## config.mk

```make
export PLATFORM = sky130hd
export DESIGN_NAME = bpi_flash_seq_flat
export DESIGN_NICKNAME = d
export VERILOG_FILES = /design/src/rtl/bpi_flash_seq_if.sv /design/src/rtl/bpi_flash_seq.sv /design/src/flat_wrapper.sv
export SDC_FILE = /design/constraint.sdc
export NUM_CORES = 1
export LEC_CHECK = 0
export CAP_MARGIN = 20
export CORE_UTILIZATION = 40
export CTS_BUF_LIST = sky130_fd_sc_hd__clkbuf_8
export DETAILED_ROUTE_END_ITERATION = 8
export PLACE_DENSITY = 0.68
export SLEW_MARGIN = 20
export SYNTH_ARGS = -nofsm -noshare
export SYNTH_HDL_FRONTEND = slang
export SYNTH_SLANG_ARGS = --single-unit
```

## constraint.sdc

```tcl
create_clock -name clk -period 4 [get_ports clk]
set_input_delay 0.8 -clock clk [delete_from_list [all_inputs] [get_ports clk]]
set_output_delay 0.8 -clock clk [all_outputs]
set_load 0.005 [all_outputs]
```

## src/rtl/bpi_flash_seq_if.sv

```systemverilog
// Bundles the command port, read-data stream and flash-controller streams of bpi_flash_seq.
// The master modport is the sequencer's view; slave is the command source / controller view.
interface bpi_flash_seq_if #(
  parameter int C_MEM_WIDTH  = 16,
  parameter int C_ADDR_WIDTH = 26,
  parameter int C_LEN_WIDTH  = 16
);
  logic [1:0]              s_cmd_op;
  logic [C_ADDR_WIDTH-1:0] s_cmd_addr;
  logic [C_LEN_WIDTH-1:0]  s_cmd_len;
  logic [C_MEM_WIDTH-1:0]  s_cmd_data;
  logic                    s_cmd_valid;
  logic                    s_cmd_ready;
  logic [C_MEM_WIDTH-1:0]  m_axis_data_tdata;
  logic                    m_axis_data_tvalid;
  logic                    m_axis_data_tlast;
  logic                    done;
  logic                    error;
  logic [7:0]              status;
  logic                    ctrl_mode;
  logic [C_ADDR_WIDTH-1:0] m_axis_rd_tdata;
  logic                    m_axis_rd_tvalid;
  logic                    m_axis_rd_tready;
  logic [C_MEM_WIDTH-1:0]  s_axis_rd_tdata;
  logic                    s_axis_rd_tvalid;
  logic [C_MEM_WIDTH-1:0]  m_axis_wr_tdata;
  logic [C_ADDR_WIDTH-1:0] m_axis_wr_tdest;
  logic                    m_axis_wr_tvalid;
  logic                    m_axis_wr_tready;

  modport master (
    input  s_cmd_op, s_cmd_addr, s_cmd_len, s_cmd_data, s_cmd_valid,
    output s_cmd_ready,
    output m_axis_data_tdata, m_axis_data_tvalid, m_axis_data_tlast,
    output done, error, status, ctrl_mode,
    output m_axis_rd_tdata, m_axis_rd_tvalid,
    input  m_axis_rd_tready,
    input  s_axis_rd_tdata, s_axis_rd_tvalid,
    output m_axis_wr_tdata, m_axis_wr_tdest, m_axis_wr_tvalid,
    input  m_axis_wr_tready
  );

  modport slave (
    output s_cmd_op, s_cmd_addr, s_cmd_len, s_cmd_data, s_cmd_valid,
    input  s_cmd_ready,
    input  m_axis_data_tdata, m_axis_data_tvalid, m_axis_data_tlast,
    input  done, error, status, ctrl_mode,
    input  m_axis_rd_tdata, m_axis_rd_tvalid,
    output m_axis_rd_tready,
    output s_axis_rd_tdata, s_axis_rd_tvalid,
    input  m_axis_wr_tdata, m_axis_wr_tdest, m_axis_wr_tvalid,
    output m_axis_wr_tready
  );
endinterface

```

## src/rtl/bpi_flash_seq.sv

```systemverilog
// BPI flash command sequencer: expands read/program/erase/unlock requests into controller
// word streams, polls SR7 for completion and reports done/error/status.
// state      | meaning
// IDLE       | accepting a command
// WR_STEP    | writing the op's command words (ctrl_mode=1)
// RD_ISSUE   | streaming burst read addresses, tvalid held high
// RD_DRAIN   | waiting for the last burst word
// POLL_ISSUE | issuing one status read
// POLL_WAIT  | waiting for the status word
// CLEAR      | optional 0x0050 then 0x00FF back to read-array
// FINISH     | one-cycle done pulse
module bpi_flash_seq #(
  parameter int C_MEM_WIDTH  = 16,
  parameter int C_ADDR_WIDTH = 26,
  parameter int C_LEN_WIDTH  = 16,
  parameter int C_POLL_LIMIT = 1048576
) (
  input logic            clk,
  input logic            rst,
  bpi_flash_seq_if.master bus
);
  localparam int PW = $clog2(C_POLL_LIMIT + 1);
  localparam logic [C_MEM_WIDTH-1:0] W_FF = C_MEM_WIDTH'('h00FF);
  localparam logic [C_MEM_WIDTH-1:0] W_40 = C_MEM_WIDTH'('h0040);
  localparam logic [C_MEM_WIDTH-1:0] W_20 = C_MEM_WIDTH'('h0020);
  localparam logic [C_MEM_WIDTH-1:0] W_D0 = C_MEM_WIDTH'('h00D0);
  localparam logic [C_MEM_WIDTH-1:0] W_60 = C_MEM_WIDTH'('h0060);
  localparam logic [C_MEM_WIDTH-1:0] W_50 = C_MEM_WIDTH'('h0050);

  typedef enum logic [2:0] {
    IDLE, WR_STEP, RD_ISSUE, RD_DRAIN, POLL_ISSUE, POLL_WAIT, CLEAR, FINISH
  } state_t;

  state_t                  state, state_nxt;
  logic                    rdy_q, mode_q, wr_vld_q, rd_vld_q, error_q;
  logic [1:0]              op_q, step_q;
  logic [C_ADDR_WIDTH-1:0] addr_q;
  logic [C_LEN_WIDTH-1:0]  len_q;
  logic [C_MEM_WIDTH-1:0]  data_q, wr_dat_q, dout_q;
  logic                    dout_vld_q, dout_last_q;
  logic [C_LEN_WIDTH:0]    iss_cnt, ret_cnt;
  logic [PW-1:0]           poll_cnt;
  logic [7:0]              status_q;

  logic                    cmd_fire, wr_fire, rd_fire, iss_last, ret_last;
  logic                    step_last, poll_end, poll_err, at_limit, in_burst;
  logic [7:0]              sr;
  logic [C_MEM_WIDTH-1:0]  step_word, clr_word;

  assign cmd_fire = bus.s_cmd_valid & rdy_q;
  assign wr_fire  = wr_vld_q & bus.m_axis_wr_tready;
  assign rd_fire  = rd_vld_q & bus.m_axis_rd_tready;
  assign iss_last = (iss_cnt == {1'b0, len_q});
  assign ret_last = (ret_cnt == {1'b0, len_q});
  assign in_burst = (state == RD_ISSUE) || (state == RD_DRAIN);
  assign sr       = bus.s_axis_rd_tdata[7:0];
  assign at_limit = (poll_cnt == PW'(C_POLL_LIMIT));
  assign poll_end = sr[7] | at_limit;
  // SR7 wins over the limit: a ready status on the last allowed poll is not a timeout
  assign poll_err = sr[7] ? (|sr[5:1]) : 1'b1;
  assign clr_word = (step_q == 2'd0) ? W_50 : W_FF;

  always_comb begin
    step_word = W_FF;
    step_last = (step_q == 2'd1);
    case (op_q)
      2'd0: step_last = (step_q == 2'd0);
      2'd1: step_word = (step_q == 2'd0) ? W_40 : data_q;
      2'd2: step_word = (step_q == 2'd0) ? W_20 : W_D0;
      default: begin
        step_word = (step_q == 2'd0) ? W_60 : (step_q == 2'd1) ? W_D0 : W_FF;
        step_last = (step_q == 2'd2);
      end
    endcase
  end

  always_ff @(posedge clk) begin
    if (rst) state <= IDLE;
    else     state <= state_nxt;
  end

  always_comb begin
    state_nxt = state;
    case (state)
      IDLE:       if (cmd_fire) state_nxt = WR_STEP;
      WR_STEP:    if (wr_fire && step_last)
                    state_nxt = (op_q == 2'd0) ? RD_ISSUE :
                                (op_q == 2'd3) ? FINISH : POLL_ISSUE;
      RD_ISSUE:   if (rd_fire && iss_last) state_nxt = RD_DRAIN;
      RD_DRAIN:   if (bus.s_axis_rd_tvalid && ret_last) state_nxt = FINISH;
      POLL_ISSUE: if (rd_fire) state_nxt = POLL_WAIT;
      POLL_WAIT:  if (bus.s_axis_rd_tvalid) state_nxt = poll_end ? CLEAR : POLL_ISSUE;
      CLEAR:      if (wr_fire && step_q == 2'd1) state_nxt = FINISH;
      FINISH:     state_nxt = IDLE;
      default:    state_nxt = IDLE;
    endcase
  end

  always_ff @(posedge clk) begin
    if (rst) begin
      rdy_q <= 1'b0;  mode_q <= 1'b0;  wr_vld_q <= 1'b0;  rd_vld_q <= 1'b0;
      error_q <= 1'b0;  op_q <= '0;  step_q <= '0;  addr_q <= '0;  len_q <= '0;
      data_q <= '0;  wr_dat_q <= '0;  dout_q <= '0;  dout_vld_q <= 1'b0;
      dout_last_q <= 1'b0;  iss_cnt <= '0;  ret_cnt <= '0;  poll_cnt <= '0;
      status_q <= '0;
    end else begin
      rdy_q       <= (state_nxt == IDLE);
      dout_vld_q  <= 1'b0;
      dout_last_q <= 1'b0;
      case (state)
        IDLE: if (cmd_fire) begin
          op_q     <= bus.s_cmd_op;
          addr_q   <= bus.s_cmd_addr;
          len_q    <= bus.s_cmd_len;
          data_q   <= bus.s_cmd_data;
          step_q   <= '0;
          iss_cnt  <= '0;
          ret_cnt  <= '0;
          poll_cnt <= '0;
          error_q  <= 1'b0;
          status_q <= '0;
        end
        // mode flips a full cycle before any valid is raised on the new stream
        WR_STEP, CLEAR: begin
          if (!mode_q) mode_q <= 1'b1;
          else if (wr_fire) begin
            wr_vld_q <= 1'b0;
            step_q   <= step_q + 2'd1;
          end else if (!wr_vld_q) begin
            wr_vld_q <= 1'b1;
            wr_dat_q <= (state == CLEAR) ? clr_word : step_word;
          end
        end
        RD_ISSUE, POLL_ISSUE: begin
          if (mode_q) mode_q <= 1'b0;
          else if (rd_fire) begin
            if (state == POLL_ISSUE) begin
              rd_vld_q <= 1'b0;
              poll_cnt <= poll_cnt + PW'(1);
            end else begin
              addr_q  <= addr_q + C_ADDR_WIDTH'(1);
              iss_cnt <= iss_cnt + (C_LEN_WIDTH + 1)'(1);
              if (iss_last) rd_vld_q <= 1'b0;
            end
          end else if (!rd_vld_q) rd_vld_q <= 1'b1;
        end
        POLL_WAIT: if (bus.s_axis_rd_tvalid) begin
          status_q <= sr;
          if (poll_end) begin
            error_q <= poll_err;
            step_q  <= poll_err ? 2'd0 : 2'd1;
          end
        end
        default: ;
      endcase
      if (in_burst && bus.s_axis_rd_tvalid) begin
        dout_q      <= bus.s_axis_rd_tdata;
        dout_vld_q  <= 1'b1;
        dout_last_q <= ret_last;
        ret_cnt     <= ret_cnt + (C_LEN_WIDTH + 1)'(1);
      end
    end
  end

  assign bus.s_cmd_ready        = rdy_q;
  assign bus.ctrl_mode          = mode_q;
  assign bus.m_axis_wr_tvalid   = wr_vld_q;
  assign bus.m_axis_wr_tdata    = wr_dat_q;
  assign bus.m_axis_wr_tdest    = addr_q;
  assign bus.m_axis_rd_tvalid   = rd_vld_q;
  assign bus.m_axis_rd_tdata    = addr_q;
  assign bus.m_axis_data_tdata  = dout_q;
  assign bus.m_axis_data_tvalid = dout_vld_q;
  assign bus.m_axis_data_tlast  = dout_last_q;
  assign bus.done               = (state == FINISH);
  assign bus.error              = error_q;
  assign bus.status             = status_q;
endmodule

```

## src/flat_wrapper.sv

```systemverilog
// flat-port wrapper written by rule: the top's interface ports become plain ports
module bpi_flash_seq_flat 
#(
  parameter int C_MEM_WIDTH  = 16,
  parameter int C_ADDR_WIDTH = 26,
  parameter int C_LEN_WIDTH  = 16,
  parameter int C_POLL_LIMIT = 1048576
)
  (clk, rst, bus_s_cmd_op, bus_s_cmd_addr, bus_s_cmd_len, bus_s_cmd_data, bus_s_cmd_valid, bus_s_cmd_ready, bus_m_axis_data_tdata, bus_m_axis_data_tvalid, bus_m_axis_data_tlast, bus_done, bus_error, bus_status, bus_ctrl_mode, bus_m_axis_rd_tdata, bus_m_axis_rd_tvalid, bus_m_axis_rd_tready, bus_s_axis_rd_tdata, bus_s_axis_rd_tvalid, bus_m_axis_wr_tdata, bus_m_axis_wr_tdest, bus_m_axis_wr_tvalid, bus_m_axis_wr_tready);
  bpi_flash_seq_if #(.C_MEM_WIDTH(C_MEM_WIDTH), .C_ADDR_WIDTH(C_ADDR_WIDTH), .C_LEN_WIDTH(C_LEN_WIDTH)) bus_i ();
  input logic clk;
  input logic rst;
  input wire logic [$bits(bus_i.s_cmd_op)-1:0] bus_s_cmd_op;
  input wire logic [$bits(bus_i.s_cmd_addr)-1:0] bus_s_cmd_addr;
  input wire logic [$bits(bus_i.s_cmd_len)-1:0] bus_s_cmd_len;
  input wire logic [$bits(bus_i.s_cmd_data)-1:0] bus_s_cmd_data;
  input wire logic [$bits(bus_i.s_cmd_valid)-1:0] bus_s_cmd_valid;
  output wire logic [$bits(bus_i.s_cmd_ready)-1:0] bus_s_cmd_ready;
  output wire logic [$bits(bus_i.m_axis_data_tdata)-1:0] bus_m_axis_data_tdata;
  output wire logic [$bits(bus_i.m_axis_data_tvalid)-1:0] bus_m_axis_data_tvalid;
  output wire logic [$bits(bus_i.m_axis_data_tlast)-1:0] bus_m_axis_data_tlast;
  output wire logic [$bits(bus_i.done)-1:0] bus_done;
  output wire logic [$bits(bus_i.error)-1:0] bus_error;
  output wire logic [$bits(bus_i.status)-1:0] bus_status;
  output wire logic [$bits(bus_i.ctrl_mode)-1:0] bus_ctrl_mode;
  output wire logic [$bits(bus_i.m_axis_rd_tdata)-1:0] bus_m_axis_rd_tdata;
  output wire logic [$bits(bus_i.m_axis_rd_tvalid)-1:0] bus_m_axis_rd_tvalid;
  input wire logic [$bits(bus_i.m_axis_rd_tready)-1:0] bus_m_axis_rd_tready;
  input wire logic [$bits(bus_i.s_axis_rd_tdata)-1:0] bus_s_axis_rd_tdata;
  input wire logic [$bits(bus_i.s_axis_rd_tvalid)-1:0] bus_s_axis_rd_tvalid;
  output wire logic [$bits(bus_i.m_axis_wr_tdata)-1:0] bus_m_axis_wr_tdata;
  output wire logic [$bits(bus_i.m_axis_wr_tdest)-1:0] bus_m_axis_wr_tdest;
  output wire logic [$bits(bus_i.m_axis_wr_tvalid)-1:0] bus_m_axis_wr_tvalid;
  input wire logic [$bits(bus_i.m_axis_wr_tready)-1:0] bus_m_axis_wr_tready;
  assign bus_i.s_cmd_op = bus_s_cmd_op;
  assign bus_i.s_cmd_addr = bus_s_cmd_addr;
  assign bus_i.s_cmd_len = bus_s_cmd_len;
  assign bus_i.s_cmd_data = bus_s_cmd_data;
  assign bus_i.s_cmd_valid = bus_s_cmd_valid;
  assign bus_s_cmd_ready = bus_i.s_cmd_ready;
  assign bus_m_axis_data_tdata = bus_i.m_axis_data_tdata;
  assign bus_m_axis_data_tvalid = bus_i.m_axis_data_tvalid;
  assign bus_m_axis_data_tlast = bus_i.m_axis_data_tlast;
  assign bus_done = bus_i.done;
  assign bus_error = bus_i.error;
  assign bus_status = bus_i.status;
  assign bus_ctrl_mode = bus_i.ctrl_mode;
  assign bus_m_axis_rd_tdata = bus_i.m_axis_rd_tdata;
  assign bus_m_axis_rd_tvalid = bus_i.m_axis_rd_tvalid;
  assign bus_i.m_axis_rd_tready = bus_m_axis_rd_tready;
  assign bus_i.s_axis_rd_tdata = bus_s_axis_rd_tdata;
  assign bus_i.s_axis_rd_tvalid = bus_s_axis_rd_tvalid;
  assign bus_m_axis_wr_tdata = bus_i.m_axis_wr_tdata;
  assign bus_m_axis_wr_tdest = bus_i.m_axis_wr_tdest;
  assign bus_m_axis_wr_tvalid = bus_i.m_axis_wr_tvalid;
  assign bus_i.m_axis_wr_tready = bus_m_axis_wr_tready;
  bpi_flash_seq #(.C_MEM_WIDTH(C_MEM_WIDTH), .C_ADDR_WIDTH(C_ADDR_WIDTH), .C_LEN_WIDTH(C_LEN_WIDTH), .C_POLL_LIMIT(C_POLL_LIMIT)) u_core (.clk(clk), .rst(rst), .bus(bus_i));
endmodule
```

== After elaboration in Yosys (flattened, before gate mapping) ==
Cells that the tools add are included.
Storage, ports and cells
  bits in registers: 167
  input port bits: 82
  output and inout port bits: 100
  word-level logic and storage cells: 145
Cells by class
  add/sub/neg operators: 5
  equal/unequal tests: 25
  multiplexer cells: 57
  bitwise logic cells: 8
  reductions and logical operators: 31
Operator list (count)
  26-bit two-way mux: 4
  17-bit two-way mux: 6
  21-bit two-way mux: 4
  26-bit one-hot mux with 2 select lines: 1
  16-bit two-way mux: 3
  16-bit one-hot mux with 3 select lines: 1
  21-bit one-hot mux with 2 select lines: 1
  17-bit by 1-bit adder with 17-bit output (second input constant): 2
  17-bit by 16-bit == test with 1-bit output: 2
  17-bit one-hot mux with 2 select lines: 1
  8-bit two-way mux: 4
  26-bit by 1-bit adder with 26-bit output (second input constant): 1
  3-bit two-way mux: 8
  3-bit one-hot mux with 8 select lines: 1
  21-bit by 1-bit adder with 21-bit output (second input constant): 1
  21-bit == test (second input constant): 1
  8-bit one-hot mux with 2 select lines: 1
  2-bit two-way mux: 7
  3-bit == test (second input constant): 4
  2-bit by 1-bit inequality test with 1-bit output (second input constant): 6
  1-bit two-way mux: 10
  5-bit AND reduction: 2
  2-bit nonzero test: 5
  4-bit AND reduction: 2
  other kinds (23): 48

== Longest topological paths before layout ==
Gate-level depths: netlist of run 1.
  depth in word-level cells: 7
  depth in mapped cells: 8
  depth with buffers taken out: 7

== Least setup slack after synthesis of run 1 ==
OpenSTA, ideal clock, no wires.
  path kind: in2reg
  start point: input bus_m_axis_rd_tready
  end point: register u_core.poll_cnt[20]
  library setup time: 0.070 ns
  arrival time: 2.158 ns
  data required time: 3.930 ns
  setup slack: 1.772 ns
  stages on the path: 6
  path buffers: 1
  path through: nand4b_2 > a2111o_1 > buf_6 > nor2_4 > or4b_1 > a21oi_1
Between the ends
  longest elaborated chain between the ends: 3
Ends and longest elaborated chain
  start, declared: line flat_wrapper.sv:28  | input wire logic [$bits(bus_i.m_axis_rd_tready)-1:0] bus_m_axis_rd_tready;
  1-bit AND: line bpi_flash_seq.sv:52  | assign rd_fire = rd_vld_q & bus.m_axis_rd_tready;
  2-bit by 1-bit inequality test with 1-bit output (no line)
  5-bit AND reduction (no line)
  end signal, assigned: line bpi_flash_seq.sv:139  | poll_cnt <= poll_cnt + PW'(1);
  end, declared: line bpi_flash_seq.sv:42  | logic [PW-1:0] poll_cnt;
No other way between the ends.
A chain may end at the register's enable or synchronous reset.

== Worst setup path after layout of run 1 ==
  start point: register u_core.state[0]
  end point: output bus_done
Between the ends
  longest elaborated chain between the ends: 1
Ends and longest elaborated chain
  start, declared: line bpi_flash_seq.sv:34  | state_t state, state_nxt;
  start signal, assigned: line bpi_flash_seq.sv:79  | else state <= state_nxt;
  3-bit == test: line bpi_flash_seq.sv:175  | assign bus.done = (state == FINISH);
  end, declared: line flat_wrapper.sv:22  | output wire logic [$bits(bus_i.done)-1:0] bus_done;
No other way between the ends.

==> results of run 1 <==
## final cells by class
type,instances,area [um^2]
antenna,1,2.50
fill,1947,9740
clock buffer,17,234
sequential,167,3340
inverter,21,78.8
tap,270,338
timing repair buffer,193,1920
multi-input combinational,777,4450
clock inverter,15,191
## critical path: stages (launching register included)
cell             delay [ns]
dfxtp_1                0.84
nand2_1                0.25
nor2_1                 0.28
clkdlybuf4s50_1        0.58
## path summary, 6_finish.rpt
path	end	slack, ns	cells after the start
setup / recovery	bus_done	0.78	3
hold / removal	u_core.bus.m_axis_wr_tdata[11]$_SDFFE_PP0P_	0.46	2
setup reg to reg	u_core.bus.m_axis_rd_tdata[25]$_SDFFE_PP0P_	1.11	6
hold reg to reg	u_core.bus.m_axis_wr_tdata[11]$_SDFFE_PP0P_	0.46	2
## Yosys cell counts, types with 4 or more instances
cell type / count
o32ai_1: 5
a21oi_1: 110
nand3_1: 53
nor2b_1: 4
nand2b_1: 9
a22oi_1: 7
buf_4: 27
a31oi_1: 6
and4_1: 6
nand2_1: 176
and3_1: 15
buf_2: 9
mux2_2: 7
o21ai_0: 33
nor2_1: 93
nor3_1: 26
nand4_1: 36
ha_1: 13
a21o_1: 5
nand3b_1: 5
dfxtp_1: 167
xor2_1: 27
or3_1: 15
a211oi_1: 7
a311oi_1: 7
inv_1: 21
xnor2_1: 36
nor4_1: 12
clkbuf_1: 48
## registers in the layout, summed over array words and instances (netlist names), 2 cells and up
register	flops
u_core.bus.m_axis_data_tdata	16
u_core.bus.m_axis_rd_tdata	26
u_core.bus.m_axis_wr_tdata	16
u_core.bus.status	8
u_core.data_q	16
u_core.iss_cnt	17
u_core.len_q	16
u_core.op_q	2
u_core.poll_cnt	21
u_core.ret_cnt	17
u_core.state	3
u_core.step_q	2
## power by group
group	switching [mW]	total, mW	leakage [nW]	internal [mW]
Combinational	0.184	0.399	1.99	0.215
Clock	0.718	1.30	0.207	0.582
Sequential	0.0623	1.77	1.35	1.70
## kinds of logic after synthesis
kind of cell	after synthesis
adders and majority gates	13
muxes	9
AOI/OAI and AO/OA	220
xor gates and xnor gates	63
and+or+nand+nor	472
buffers and inverters	109
DFF	167
## per-layer routing
layer  GRT usage, %  vias to the layer above  wire length, um
li1               -                     3937                -
met1           28.2                     3636            10500
met2           33.6                      212            10600
met3           5.38                       26             1430
met4           7.29                        0              384
met5              0                        -                0
==> flow_metrics.tcl, run 1 <==
set metrics [dict create \
    holdWs_ns 0.456 \
    cts-root-buf "clkbuf_8" \
    hold_path.class "reg -> reg" \
    hpwl_um 16100 \
    final_area_um2 10600 \
    cap_viol_max_count 0 \
    ys_seq_area_share_pct 40.2 \
    synthToLayoutAreaGrowth_pct 27.0 \
    final_common_cell "clkdlybuf4s50_1" \
    drt_pass1_iterations 5 \
    crit_required_ns 3.20 \
    portBuffers 181 \
    track_usage_pct 21.3 \
    drt_iter0_markers 515 \
    yosys_warnings 0 \
    clock_latency_ns 0.48 \
    yosys_most_used_dff "dfxtp_1" \
    p_leak_nw 3.54 \
    setup_ws_ns 0.780 \
    routed_wl_um 22900 \
    globalplace.congestion 0.867 \
    first_global_vias 7101 \
    setup_tns_ns 0 \
    synth_top_family_by_area "simple AND/OR/NAND/NOR gates" \
    final_cell_mix "clkdlybuf4s50_1 (180), nand2_1 (176), dfxtp_1 (167)" \
    worstPathMaxFanout 22 \
    period_minus_slack_ns 3.22 \
    cts-resized-gates 0 \
    hold_viol_final 0 \
    drv_slew 0 \
    synth_adder_area_share_pct 1.96 \
    worstSetupEndpointType "output port" \
    synth_xor_area_share_pct 6.64 \
    dp_worst_setup_slack_ns 1.06 \
    final_util_pct 52.0 \
    synth-edff-count 0 \
    path_class "reg -> out" \
    clk_pin_slew_ns 0.10 \
    fmax_mhz 311 \
    p_per_area_nw_per_um2 328 \
    ios 182 \
    postRouteAntennaNets 0 \
    synth_simple_gate_area_share_pct 27.2 \
    dp_cells 1428 \
    finalCritPeriodShare_pct 80.5 \
    status "finished clean" \
    r2r-start "u_core.state[1]$_SDFF_PP0_" \
    post_drt_wl_per_cell_um 15.7 \
    drc_errors 0 \
    via_per_inst 5.35 \
    synth_top_cell_by_area "dfxtp_1" \
    synth_compound_area_share_pct 16.4 \
    fin_worst_skew_ns 0.0171 \
    antenna_found_initial 1 \
    setup-violations-final 0 \
    crit_start "u_core.state[0]$_SDFF_PP0_" \
    cts_tree "yes" \
    clockBufferDepth 2 \
    yosysTopAreaCellShare_pct 40.2 \
    num-nets-final 1272 \
    grt_max_degree 81 \
    vias 7811 \
    ys_async_sr_fraction_pct 0 \
    fin_cells 1461 \
    power_mw 3.46 \
    tightest_slew_ns 0.898 \
    grt_setup_unrepaired "false" \
    start_util_pct 41.0 \
    die_y_um 146 \
    numCtsBuffers 17 \
    cts.sinks 167 \
    worst_setup_path_start_kind "flop" \
    synthCells 1053 \
    arrival_ns 2.42 \
    synth-seq-cells 167 \
    cts_max_level 4 \
    row_count 52 \
    placed_area_um2 10100 \
    hold_buffers 0 \
    die_w_um 146 \
    synth_nets 1148 \
    drive_gt1_share_pct 5.21 \
    ys_types 70 \
    coreArea_um2 20300 \
    synthTopCellsByArea "dfxtp_1 (40%), nand2_1 (7.9%), a21oi_1 (6.6%), nor2_1 (4.2%), xnor2_1 (3.8%)" \
    synthMuxAreaShare_pct 1.19 \
    synth_area_um2 8310 \
    cts_setup_buffers 0 \
    vdd_ir_drop_max_mv 0.268 \
    syn-mean-instance-area_um2 7.89 \
    grt_pass1_wl_um 36800 \
    grt_overflow 0 \
    slew_headroom_pct 39.6 \
    worstHoldStart "u_core.bus.m_axis_wr_tdata[11]$_SDFFE_PP0P_" \
    die-area_um2 21400 \
]
Power figures use the tool's default switching activity.
==> run 2: changes to the inputs <==
Settings changed: PLACE_DENSITY 0.68 to 0.7.
Clock period 4 ns to 2.66 ns, I/O delays scaled along.
==> run 2 against run 1 <==
Combinational power rose by 60%. Non-clock buffer count rose by 22. Routed wire length is 1.0% lower. Worst hold slack lost 0.00061 ns. Highest routed layer unchanged. First-iteration DRC count grew 7.0%. Global-route usage about the same. Setup slack worse by 0.58 ns.
==> flow_metrics.tcl, run 2 (synthesized netlist as in run 1, its figures left out) <==
set metrics [dict create \
    cts-root-buf "clkbuf_8" \
    maxUsedRoutingLayer "met4" \
    final_util_pct 53.1 \
    largest_reg_flops 26 \
    first_global_vias 7254 \
    cts.sinks 167 \
    die-area_um2 21400 \
    crit_path_cell_trace "inv_1, nor2_1, clkdlybuf4s50_1" \
    vdd_ir_drop_max_mv 0.286 \
    grt_overflow 0 \
    coreArea_um2 20300 \
    fin_worst_skew_ns 0.0115 \
    wl_met1_um 10200 \
    post_drt_wl_per_cell_um 15.3 \
    hpwl_um 16400 \
    path_class "reg -> out" \
    ios 182 \
    worst_path_max_delay_cell "dfxtp_1" \
    postRouteAntennaNets 0 \
    die_w_um 146 \
    cts_setup_buffers 0 \
    portBuffers 181 \
    track_usage_pct 21.3 \
    drv_slew 0 \
    p_leak_nw 3.68 \
    antenna_cells 0 \
    fmax_mhz 406 \
    hold_path.class "reg -> reg" \
    worstPathMaxFanout 13 \
    drive_gt1_share_pct 6.85 \
    arrival_ns 1.93 \
    vias 7924 \
    p_per_area_nw_per_um2 487 \
    start_util_pct 41.0 \
    num-nets-final 1294 \
    die_y_um 146 \
    worst_setup_path_start_kind "flop" \
    cts_tree "yes" \
    hold_viol_final 0 \
    slew_headroom_pct 48.4 \
    antenna_found_initial 0 \
    grt_pass1_wl_um 37000 \
    drt_iter0_markers 551 \
    finalCritPeriodShare_pct 92.7 \
    cts_max_level 4 \
    setup-violations-final 0 \
    wl_met3_um 1650 \
    crit_required_ns 2.13 \
    cap_viol_max_count 0 \
    numCtsBuffers 17 \
    status "finished clean" \
    final_cell_mix "clkdlybuf4s50_1 (180), nand2_1 (176), dfxtp_1 (166)" \
    clock_latency_ns 0.46 \
    clk_pin_slew_ns 0.09 \
    power_mw 5.25 \
    final_common_cell "clkdlybuf4s50_1" \
    worstSetupEndpointType "output port" \
    row_count 52 \
    hold_buffers 0 \
    drt_pass1_iterations 7 \
    clockBufferDepth 2 \
    synthToLayoutAreaGrowth_pct 29.6 \
    holdWs_ns 0.455 \
    globalplace.congestion 0.839 \
    period_minus_slack_ns 2.47 \
    slowest_delay_ns 0.63 \
    routed-wl-met2_um 10500 \
    grt_max_degree 44 \
    drc_errors 0 \
    via_per_inst 5.35 \
    grt_setup_unrepaired "false" \
    routed_wl_um 22700 \
    setup_tns_ns 0 \
    tightest_slew_ns 0.771 \
]
-- run 2: critical path: cells and delay by family (launching register included) --
kind,cells,cell delay (ns)
buffers and inverters,2,0.71
flip-flops,1,0.63
AND/OR/NAND/NOR,1,0.15
-- run 2: worst paths after layout --
kind / startpoint / end / slack (ns) / cells past startpoint
max: u_core.state[1]$_SDFF_PP0_ / bus_done / 0.19 / 3
max reg2reg: u_core.step_q[0]$_SDFFE_PP0P_ / u_core.bus.s_cmd_ready$_SDFF_PP0_ / 0.39 / 7
min: u_core.bus.status[5]$_SDFFE_PP0P_ / u_core.bus.status[5]$_SDFFE_PP0P_ / 0.45 / 2
min reg2reg: u_core.bus.status[5]$_SDFFE_PP0P_ / u_core.bus.status[5]$_SDFFE_PP0P_ / 0.45 / 2
-- run 2: timing repair --
action                     4_1_cts  5_1_grt
resized for setup                1        0
hold endpoints to repair         0        0
setup endpoints to repair        1        0
-- run 2: final cells by class --
class | instances | area, um^2
clock inverter | 10 | 145
fill | 1950 | 9530
sequential | 167 | 3340
timing repair buffer | 215 | 2130
tap | 270 | 338
multi-input combinational | 777 | 4450
clock buffer | 21 | 289
inverter | 21 | 78.8
-- run 2: through the flow --
step | instance area (um^2) | instances | worst slack (ns)
2_1_floorplan | 8310 | 1053 | 0.675
3_3_place_gp | 10300 | 1450 | 0.154
3_5_place_dp | 10300 | 1450 | 0.0894
4_1_cts | 10800 | 1481 | 0.172
5_1_grt | 10800 | 1481 | 0.0814
6_report | 10800 | 1481 | 0.195
-- run 2: power by group --
| part | internal, mW | switching, mW |
|---|---|---|
| registers | 2.56 | 0.0852 |
| clock network | 1.03 | 0.936 |
| logic | 0.343 | 0.296 |
| total | 3.93 | 1.32 |
-- run 2: layer usage --
metal	global-route usage (%)	up-vias
li1	-	3971
met1	27.9	3663
met2	33.7	260
met3	5.38	30
met4	7.50	0
met5	0	-
==> run 3: changes to the inputs <==
Settings changed: CELL_PAD_IN_SITES_DETAIL_PLACEMENT from default to 0, CELL_PAD_IN_SITES_GLOBAL_PLACEMENT from default to 1, CORE_UTILIZATION 40 to 35, MAX_ROUTING_LAYER from default to met4, PLACE_DENSITY 0.7 to 0.81.
==> run 3 against run 2 <==
Routed wire length up 4.0%. Non-clock buffer count up 2. Critical path depth up 1. Cell count up 3.5%. Maximum frequency down 1.6%. Largest cell class unchanged. Utilization down 6.7 points. Critical path type unchanged. First-iteration DRC count down 10%. Final area up 0.65%. Sequential cell count unchanged. Via count down 0.77%.
==> flow_metrics.tcl, run 3 (synthesized netlist as in run 1, its figures left out) <==
set metrics [dict create \
    status "finished clean" \
    crit_path_cell_trace "buf_4, inv_1, nor2_1, clkdlybuf4s50_1" \
    ios 182 \
    worstPathMaxFanout 15 \
    finalCritPeriodShare_pct 94.2 \
    routed_wl_um 23600 \
    post_drt_wl_per_cell_um 15.4 \
    fmax_mhz 399 \
    drv_slew 0 \
    period_minus_slack_ns 2.51 \
    via_per_inst 5.13 \
    die_y_um 156 \
    cap_viol_max_count 0 \
    slew_headroom_pct 54.4 \
    cts_tree "yes" \
    cts_max_level 4 \
    p_per_area_nw_per_um2 480 \
    cts-root-buf "clkbuf_8" \
    slowest_delay_ns 0.57 \
    grt_max_degree 65 \
    multiInputGateArea_um2 4450 \
    vias 7863 \
    r2r-start "u_core.state[2]$_SDFF_PP0_" \
    drt_pass1_iterations 7 \
    worst_path_max_delay_cell "clkdlybuf4s50_1" \
    hold_depth 2 \
    start_util_pct 35.5 \
    nFillCells 2408 \
    portBuffers 181 \
    final_cell_mix "clkdlybuf4s50_1 (180), nand2_1 (176), dfxtp_1 (167)" \
    hold_path.class "in -> reg" \
    hold_buffers 0 \
    final_common_cell "clkdlybuf4s50_1" \
    hold_viol_final 0 \
    postRouteAntennaNets 0 \
    hpwl_um 16700 \
    num-nets-final 1296 \
    worst_setup_path_start_kind "flop" \
    first_global_vias 7385 \
    die_w_um 156 \
    worstHoldStart "rst" \
    grt_overflow 0 \
    path_class "reg -> out" \
    tightest_slew_ns 0.683 \
    drive_gt1_share_pct 7.00 \
    crit-reg2reg-capture "u_core.bus.m_axis_wr_tdata[0]$_SDFFE_PP0P_" \
    final_util_pct 46.3 \
    power_mw 5.20 \
    hold_end "u_core.bus.m_axis_rd_tdata[9]$_SDFFE_PP0P_" \
    cts-resized-gates 0 \
    crit_required_ns 2.13 \
    arrival_ns 1.97 \
    die-area_um2 24400 \
    r2r_cells 6 \
    antenna_found_initial 0 \
    setup_tns_ns 0 \
    drc_errors 0 \
    drt_iter0_markers 494 \
    holdWs_ns 0.400 \
    grt_pass1_wl_um 37900 \
    numCtsBuffers 17 \
    track_usage_pct 20.0 \
    setup-violations-final 0 \
    fin_worst_skew_ns 0.0214 \
    worstSetupEndpointType "output port" \
    clockBufferDepth 2 \
    synthToLayoutAreaGrowth_pct 30.4 \
    vdd_ir_drop_max_mv 0.297 \
    largest_reg_flops 26 \
    cts.sinks 167 \
    clock_latency_ns 0.47 \
    grt_setup_unrepaired "false" \
    ff2ff_setup_slack_ns 0.36 \
    globalplace.congestion 0.842 \
    row_count 56 \
    clk_pin_slew_ns 0.10 \
    p_leak_nw 3.68 \
    coreArea_um2 23400 \
    cts_setup_buffers 0 \
    antenna_cells 0 \
    regArea_um2 3340 \
]
## run 3: cell types whose count changed in the layout (fill, tap and decap cells not counted), sizes merged
cell,before,now
clkinvlp,1,3
clkbuf,21,17
inv,23,28
bufinv,3,2
buf,35,37
clkinv,4,3
## run 3: final cells by class
cell class,count,share of cell area [%]
multi-input combinational,777,41.0
sequential,167,30.8
timing repair buffer,217,20.0
clock inverter,15,1.59
inverter,21,0.727
tap,319,3.68
clock buffer,17,2.16
## run 3: worst max path at each step
stage | startpoint | endpoint | cells after the start
after CTS | u_core.state[1]$_SDFF_PP0_ | bus_done | 4
after floorplan | u_core.step_q[0]$_SDFFE_PP0P_ | u_core.bus.s_cmd_ready$_SDFF_PP0_ | 8
after detailed placement | bus_m_axis_rd_tready | u_core.poll_cnt[19]$_SDFFE_PP0P_ | 7
after global routing | u_core.state[2]$_SDFF_PP0_ | bus_done | 3
final | u_core.state[1]$_SDFF_PP0_ | bus_done | 4
after global placement | bus_m_axis_rd_tready | u_core.poll_cnt[20]$_SDFFE_PP0P_ | 6
## run 3: worst max-delay path, delay by kind of cell, from the launching register on
kind	cells	cell delay, ns
flops	1	0.48
buf+inv	3	0.91
simple gates	1	0.12
## run 3: report_power, final
group          internal, mW  switching, mW
Sequential             2.56         0.0889
Combinational         0.344          0.293
Clock                 0.859           1.06
## run 3: per-stage QoR
stage                     area [um^2]  cells  worst slack, ns
after floorplan                  8310   1053            0.675
after global placement          10400   1501            0.183
after detailed placement        10400   1501            0.158
after CTS                       10800   1533            0.138
after global routing            10800   1533           0.0231
final                           10800   1533            0.155
## run 3: metal layers
layer	vias up	GRT usage, %	share of wire, %
met5	-	-	0
met4	0	3.87	0.76
met3	14	4.56	5.1
met2	191	31.1	45
met1	3684	26.6	49
li1	3974	-	-
